`src/rtl/sparsynergy_pkg.sv`:
```
// sparsynergy_pkg: shared mode encoding and default geometry for the sparse activation path.
// Revision 1.0
`default_nettype none

package sparsynergy_pkg;

   typedef enum logic {
      MODE_SPARSE = 1'b0,
      MODE_DENSE  = 1'b1
   } mode_e;

   localparam int DEF_DATA_W = 8;
   localparam int DEF_M      = 4;
   localparam int DEF_N      = 2;

endpackage

`default_nettype wire

```
`src/rtl/nm_lane_mux.sv`:
```
// nm_lane_mux: M:1 activation mux for one output lane; out-of-range index yields zero and err_o.
// Revision 1.0
`default_nettype none

module nm_lane_mux
   import sparsynergy_pkg::*;
#(
   parameter int DATA_W = DEF_DATA_W,
   parameter int M      = DEF_M,
   parameter int IDX_W  = $clog2(M)
) (
   input  logic [M*DATA_W-1:0] act_i,
   input  logic [IDX_W-1:0]    idx_i,
   output logic [DATA_W-1:0]   act_o,
   output logic                err_o
);

   localparam logic [IDX_W:0] c_m = (IDX_W+1)'(M);

   assign err_o = ({1'b0, idx_i} >= c_m);

   always_comb begin
      act_o = '0;
      for (int j = 0; j < M; j++) begin
         if (idx_i == IDX_W'(j)) begin
            act_o = act_i[j*DATA_W +: DATA_W];
         end
      end
   end

endmodule

`default_nettype wire

```
`src/rtl/nm_act_selector.sv`:
```
// nm_act_selector: registered N:M activation selector, sparse index pick or dense serialisation.
// Revision 1.0
`default_nettype none

module nm_act_selector
   import sparsynergy_pkg::*;
#(
   parameter int DATA_W = DEF_DATA_W,
   parameter int M      = DEF_M,
   parameter int N      = DEF_N,
   parameter int IDX_W  = $clog2(M)
) (
   input  logic                clk,
   input  logic                rst_n,
   input  logic                in_valid,
   output logic                in_ready,
   input  logic [M*DATA_W-1:0] in_act,
   input  logic [N*IDX_W-1:0]  in_idx,
   input  logic                in_mode,
   output logic                out_valid,
   input  logic                out_ready,
   output logic [N*DATA_W-1:0] out_act,
   output logic                out_last,
   output logic                out_err
);

   localparam int c_beats  = M / N;
   localparam int c_beat_w = (c_beats > 1) ? $clog2(c_beats) : 1;
   localparam int c_slots  = 2 ** c_beat_w;
   localparam logic [c_beat_w-1:0] c_last_beat = c_beat_w'(c_beats - 1);

   localparam logic [0:0] c_st_idle = 1'b0;
   localparam logic [0:0] c_st_emit = 1'b1;

   if ((M % N) != 0 || N > M) begin : g_param_check
      $error("nm_act_selector: M must be a multiple of N and N <= M");
   end

   logic [0:0]          state_q,    state_d;
   logic [c_beat_w-1:0] beat_cnt_q, beat_cnt_d;
   logic [M*DATA_W-1:0] grp_q,      grp_d;
   logic [N*DATA_W-1:0] out_act_q,  out_act_d;
   logic                out_last_q, out_last_d;
   logic                out_err_q,  out_err_d;

   logic [N*DATA_W-1:0] w_sparse_act;
   logic [N-1:0]        w_lane_err;
   logic                w_order_err;
   logic [N*DATA_W-1:0] w_beat [c_slots];
   logic [c_beat_w-1:0] w_next_beat;
   logic                w_in_fire;
   logic                w_out_fire;
   mode_e               w_mode;

   for (genvar k = 0; k < N; k++) begin : g_lane
      nm_lane_mux #(
         .DATA_W (DATA_W),
         .M      (M),
         .IDX_W  (IDX_W)
      ) u_lane_mux (
         .act_i (in_act),
         .idx_i (in_idx[k*IDX_W +: IDX_W]),
         .act_o (w_sparse_act[k*DATA_W +: DATA_W]),
         .err_o (w_lane_err[k])
      );
   end

   always_comb begin
      w_order_err = 1'b0;
      for (int k = 1; k < N; k++) begin
         if (in_idx[k*IDX_W +: IDX_W] <= in_idx[(k-1)*IDX_W +: IDX_W]) begin
            w_order_err = 1'b1;
         end
      end
   end

   // Beat slots past the last real beat are tied off so the counter can index a power-of-2 table.
   for (genvar b = 0; b < c_slots; b++) begin : g_beat
      if (b < c_beats) begin : g_used
         assign w_beat[b] = grp_q[b*N*DATA_W +: N*DATA_W];
      end else begin : g_pad
         assign w_beat[b] = '0;
      end
   end

   assign w_mode      = mode_e'(in_mode);
   assign out_valid   = (state_q == c_st_emit);
   assign w_out_fire  = out_valid && out_ready;
   assign in_ready    = (state_q == c_st_idle) || (w_out_fire && out_last_q);
   assign w_in_fire   = in_valid && in_ready;
   assign w_next_beat = beat_cnt_q + c_beat_w'(1);

   always_comb begin
      state_d    = state_q;
      beat_cnt_d = beat_cnt_q;
      grp_d      = grp_q;
      out_act_d  = out_act_q;
      out_last_d = out_last_q;
      out_err_d  = out_err_q;
      if (w_in_fire) begin
         state_d    = c_st_emit;
         beat_cnt_d = '0;
         grp_d      = in_act;
         if (w_mode == MODE_DENSE) begin
            out_act_d  = in_act[N*DATA_W-1:0];
            out_last_d = (c_beats == 1);
            out_err_d  = 1'b0;
         end else begin
            out_act_d  = w_sparse_act;
            out_last_d = 1'b1;
            out_err_d  = (|w_lane_err) || w_order_err;
         end
      end else if (w_out_fire) begin
         if (out_last_q) begin
            state_d = c_st_idle;
         end else begin
            beat_cnt_d = w_next_beat;
            out_act_d  = w_beat[w_next_beat];
            out_last_d = (w_next_beat == c_last_beat);
         end
      end
   end

   always_ff @(posedge clk or negedge rst_n) begin
      if (!rst_n) begin
         state_q    <= c_st_idle;
         beat_cnt_q <= '0;
         grp_q      <= '0;
         out_act_q  <= '0;
         out_last_q <= 1'b0;
         out_err_q  <= 1'b0;
      end else begin
         state_q    <= state_d;
         beat_cnt_q <= beat_cnt_d;
         grp_q      <= grp_d;
         out_act_q  <= out_act_d;
         out_last_q <= out_last_d;
         out_err_q  <= out_err_d;
      end
   end

   assign out_act  = out_act_q;
   assign out_last = out_last_q;
   assign out_err  = out_err_q;

endmodule

`default_nettype wire

```
`config.mk`:
```
export PLATFORM = sky130hd
export DESIGN_NAME = nm_act_selector
export DESIGN_NICKNAME = d
export VERILOG_FILES = /design/src/rtl/sparsynergy_pkg.sv /design/src/rtl/nm_lane_mux.sv /design/src/rtl/nm_act_selector.sv
export SDC_FILE = /design/constraint.sdc
export NUM_CORES = 1
export LEC_CHECK = 0
export CAP_MARGIN = 20
export CORE_AREA = 5 5 93 95
export CTS_BUF_LIST = sky130_fd_sc_hd__clkbuf_8
export DETAILED_ROUTE_END_ITERATION = 16
export DIE_AREA = 0 0 98 100
export GPL_ROUTABILITY_DRIVEN = 0
export SKIP_LAST_GASP = 1
export SLEW_MARGIN = 10
export SYNTH_ARGS = -nofsm -noshare
export SYNTH_HDL_FRONTEND = slang
export SYNTH_SLANG_ARGS = --single-unit
```
`constraint.sdc`:
```
create_clock -name clk -period 3.3 [get_ports clk]
set_input_delay 0.66 -clock clk [delete_from_list [all_inputs] [get_ports clk]]
set_output_delay 0.66 -clock clk [all_outputs]
set_load 0.005 [all_outputs]
```
==> results.toml, run 1 <==
[clock_tree]
clock_path_buffers = 2
cts_root_buf = "clkbuf_8"
cts_hold_buffers = 0
clkTransAtPathRegs_ps = 90
numCtsBuffers = 5
post_cts_resize_count = 0
h-tree-depth = 2
postCtsSetupBuffers = 0
cts_sinks = 52
clk_latency_ps = 300
cts_tree = "yes"

[floorplanning]
core_um2 = 7647
die_area_um2 = 9800
die_w_um = 98
start_util_pct = 39.56
die_h_um = 100
row_count = 32
io_pins = 61

[yosys]
ys_types = 30
yosysSeqAreaShare_pct = 43.01
synth_edf_count = 0
synth_nets = 272
ys.warnings.count = 0
ys_ff_latch = 52
syn_inst = 229
async_reset_ff_share_pct = 100.0
netlist_area_um2 = 3025
syn_area_per_cell_um2 = 13.21
ys.flop_type = "dfrtp_1"

[run_status]
status = "finished clean"

[critical_path]
ff2ff_setup_slack_ps = 1330
critPathLaunchType = "input port"
r2r-start = "out_valid"
startpoint = "out_ready"
path_class = "input port to output port"
endpoint = "in_ready"
rr_worst_depth = 4
reg2reg_to = "grp_q[31]"
cp-end-kind = "output port"
crit_fanout = 5
arrival_ps = 1890
required_ps = 2640

[detailed_routing]
drtIter0Drc = 88
drt-vias-per-instance = 5.514
vias = 2134
drt_wl_total_um = 7503
ant_nets = 0
drcViolationCount = 0
dr.pass1.iters = 4
wire_per_inst_um = 19.39

[sta]
tns_ps = 0
setup_slack_ps = 745.7
tightest_slew_ps = 1091
slew_headroom_pct = 27.28
fmax_ghz = 0.3915
drv_slew = 0
post-route-min-period_ps = 2554
finalSetupViolations = 0
grt_setup_unrepaired = "no"
post-route-period-util_pct = 77.40
finClkSkew_ps = 4.633
hold_viol = 0

[placed_design]
pre_cts_ws_ps = 636.9
port-buffer-count = 60
dp_cells = 379
dpl.hpwl_um = 5092
placed_area_um2 = 3686

[grt]
grt_pass1_vias = 2247
grt-busiest-layer = "met2"
grt_max_degree = 37
grt_pass1_wl_um = 12210
antenna_found_initial = 0
gr-total-overflow = 0
grtUsageMet1_pct = 20.91
use_met3_pct = 3.266
grt_use_met2_pct = 26.86
track_usage_pct = 15.80

[pwr]
vdd_ir_drop_max_uv = 214.1
p_int_mw = 1.780
p_switching_mw = 0.8273
p_leak_nw = 1.501
clkPwrFrac_pct = 14.3
p_seq_share_pct = 43.8
swShare_pct = 31.73
comb_power_share_pct = 41.8
p_per_area_nw_per_um2 = 690.5

[final_layout]
multiInputGateArea_um2 = 1564
diodes = 0
final_area_um2 = 3776
syn_to_final_growth_pct = 24.81
layout-drive-gt1-share_pct = 16.84
fillers = 708
nets = 327
stdcell_count = 387
seqCellArea_um2 = 1301

[run]
cap_violations = 0

[min_path]
hold_path_class = "input port to async pin"
[placed cells by master, fill, tap and decap left out, drive strengths merged]
master / instances
clkdlybuf4s50: 59
dfrtp: 52
mux2: 34
nand2: 18
a2bb2oi: 17
mux4: 16
nand3: 16
mux2i: 16
a32o: 16
buf: 12
inv: 6
clkbuf: 6
nor2: 3
nor2b: 2
ha: 2
a21bo: 1
nand2b: 1
and2b: 1
a22o: 1
and3b: 1
a211oi: 1
a21o: 1
o21ai: 1
a21boi: 1
a41o: 1
[Yosys cell counts (2+ instances only)]
cell type   n  share of area [%]
a2bb2oi_1   6                1.7
a2bb2oi_2  11                5.5
a32o_1     16                5.3
buf_2      11                1.8
buf_4       2               0.50
buf_6       5                1.9
clkbuf_1    4               0.50
dfrtp_1    52                 43
ha_1        2               0.83
inv_1       4               0.50
mux2_1     32                 12
mux2_2      2               0.74
mux2i_1    16                5.3
mux4_2     16                 12
nand2_1    17                2.1
nand3_1    16                2.6
nor2_1      3               0.37
nor2b_1     2               0.41
[per-layer routing]
metal	share of wire, %	vias to the layer above	routed length [um]
met5	0	-	0
met4	0.81	0	61
met3	3.5	4	265
met2	49	50	3680
met1	47	1089	3495
li1	-	991	-
[how the worst min path moves through the flow]
stage                 endpoint       from
detailed placement   grp_q[19]  grp_q[19]
global route         grp_q[16]      rst_n
CTS                  grp_q[16]      rst_n
finish               grp_q[16]      rst_n
floorplan           beat_cnt_q      rst_n
global placement     grp_q[28]  grp_q[28]
[logic make-up after synthesis]
group | share of synthesized area [%]
buf+inv | 5.293
compound gates | 14.35
simple gates | 6.659
flops | 43.01
mux | 29.86
fa+ha+maj | 0.8270
[per-stage QoR]
step           total power, mW  hold slack [ps]  utilization (%)
5_1_grt                  2.776            390.0            49.38
3_5_place_dp             2.268            481.1            48.20
3_3_place_gp             2.247            472.4            48.20
2_1_floorplan            1.826            364.4                -
4_1_cts                  2.648            364.7            49.38
6_report                 2.607            351.5            49.38
[cell type report]
cell class	count	share of cell area, %
Multi-Input combinational cell	150	41.42
Sequential cell	52	34.46
Timing Repair Buffer	71	17.96
Tap cell	102	3.380
Clock buffer	6	2.187
Inverter	4	0.3976
Clock inverter	2	0.1988
[flip-flops by register name, indices dropped and copies added, names as in the netlist]
name        cells
beat_cnt_q      1
grp_q          32
out_act        16
out_err         1
out_last        1
out_valid       1
[worst max-delay path, stage by stage]
cell	delay, ps
clkdlybuf4s50_1	540
a21bo_1	150
clkdlybuf4s50_1	540
[power by group through the flow]
stage | clock network [mW] | registers, mW | logic (mW)
6_report | 0.374 | 1.14 | 1.09
5_1_grt | 0.408 | 1.18 | 1.19
4_1_cts | 0.389 | 1.15 | 1.11
3_5_place_dp | 0 | 1.16 | 1.10
3_3_place_gp | 0 | 1.16 | 1.09
2_1_floorplan | 0 | 1.08 | 0.745
(Power assumes the default switching activity.)
==> run 2, diff against run 1 <==
==> constraint.sdc (replaced) <==
create_clock -name clk -period 2.4 [get_ports clk]
set_input_delay 0.48 -clock clk [delete_from_list [all_inputs] [get_ports clk]]
set_output_delay 0.48 -clock clk [all_outputs]
set_load 0.005 [all_outputs]
==> run 2 against run 1 <==
Setup slack worse by 570 ps. Sequential power is 34% higher. Critical path depth stayed put. Via count is 1.9% higher. Core utilization is 1.3 points higher. Critical path type unchanged. Largest cell class unchanged.
==> results.toml, run 2 (same netlist as run 1, synthesis figures left out) <==
[floorplanning]
die_area_um2 = 9800
die_h_um = 100
row_count = 32
core_um2 = 7647
io_pins = 61
start_util_pct = 39.56
die_w_um = 98

[critical_path]
arrival_ps = 1750
critPathLaunchType = "input port"
crit_fanout = 5
path_class = "input port to output port"
required_ps = 1920
cp-end-kind = "output port"

[sta]
drv_slew = 0
fmax_ghz = 0.4489
slew_headroom_pct = 74.24
finalSetupViolations = 0
grt_setup_unrepaired = "no"
post-route-period-util_pct = 92.82
finClkSkew_ps = 14.97
tns_ps = 0
tightest_slew_ps = 386.5
hold_viol = 0
post-route-min-period_ps = 2228

[detailed_routing]
drt_wl_total_um = 7269
drcViolationCount = 0
ant_nets = 0
drt-vias-per-instance = 5.490
drtIter0Drc = 75
wire_per_inst_um = 18.36
dr.pass1.iters = 4
vias = 2174

[grt]
grt_pass1_vias = 2289
antenna_found_initial = 0
grt_max_degree = 53
track_usage_pct = 15.52
gr-total-overflow = 0
grt_pass1_wl_um = 12040

[clock_tree]
h-tree-depth = 2
clk_latency_ps = 310
postCtsSetupBuffers = 0
post_cts_resize_count = 0
cts_sinks = 52
numCtsBuffers = 5
clkTransAtPathRegs_ps = 90
cts_hold_buffers = 0
cts_tree = "yes"
cts_root_buf = "clkbuf_8"
clock_path_buffers = 2

[placed_design]
port-buffer-count = 60
dpl.hpwl_um = 5241

[final_layout]
layout-drive-gt1-share_pct = 20.07
nets = 336
final_cell_mix = "59 x clkdlybuf4s50_1, 52 x dfrtp_1, 32 x mux2_1, 18 x buf_4, 17 x nand2_1"
largest_register_ff_count = 32
diodes = 0
top_register = "grp_q"
syn_to_final_growth_pct = 28.04
layout_commonest_cell = "clkdlybuf4s50_1"

[run_status]
status = "finished clean"

[run]
cap_violations = 0

[pwr]
p_total_mw = 3.650
p_leak_nw = 1.549
vdd_ir_drop_max_uv = 368.2
p_per_area_nw_per_um2 = 942.1

[min_path]
hold_path_class = "input port to async pin"
==> run 2: cell count changes in the layout (fill, tap and decap cells not counted) <==
| cell | previous run | this run |
|---|---|---|
| clkbuf_8 | 6 | 5 |
| buf_12 | 0 | 2 |
| inv_1 | 6 | 4 |
| clkinv_4 | 0 | 2 |
| inv_6 | 0 | 1 |
| buf_4 | 11 | 18 |
==> run 2: final timing paths <==
kind                            depth (start not counted)  slack, ps       from         end
max in group asynchronous                               2       2000      rst_n     out_err
worst max-delay path                                    3        170  out_ready    in_ready
worst min-delay path                                    2        150      rst_n  out_act[8]
min in group clk                                        1        500  grp_q[31]   grp_q[31]
worst max register to register                          5        680  out_valid    grp_q[8]
worst min register to register                          1        500  grp_q[31]   grp_q[31]
==> run 2: through the flow <==
stage          std cells  setup WS (ps)  hold slack, ps  cell area [um^2]  util, %
2_1_floorplan        229          764.1           184.4              3025        -
3_3_place_gp         388          174.5           473.1              3779    49.41
3_5_place_dp         388          172.2           480.9              3779    49.41
4_1_cts              396          172.7           147.0              3874    50.65
5_1_grt              396          115.5           157.2              3874    50.65
6_report             396          172.4           150.1              3874    50.65
==> run 2: routing by layer <==
metal / track usage (%) / wire length (um)
met3: 3.266 / 297
met4: 4.047 / 68
met2: 26.49 / 3610
met1: 20.15 / 3292
met5: 0 / 0
==> run 2: critical path, cell delays in order <==
cell             delay (ps)
clkdlybuf4s50_1         540
a21bo_1                 200
clkdlybuf4s50_1         520
==> run 2: report_power, final <==
part           internal, mW  total (mW)  switching, mW
registers              1.27        1.53          0.259
clock network         0.213       0.523          0.310
logic                 0.991        1.60          0.605
total                  2.48        3.65           1.17
==> run 2: layout make-up <==
cell class / count / area [um^2]
Inverter: 4 / 15.01
Tap cell: 102 / 127.6
Timing Repair Buffer: 80 / 770.7
Fill cell: 676 / 3774
Multi-Input combinational cell: 150 / 1564
Sequential cell: 52 / 1301
Clock buffer: 5 / 68.82
Clock inverter: 3 / 26.28
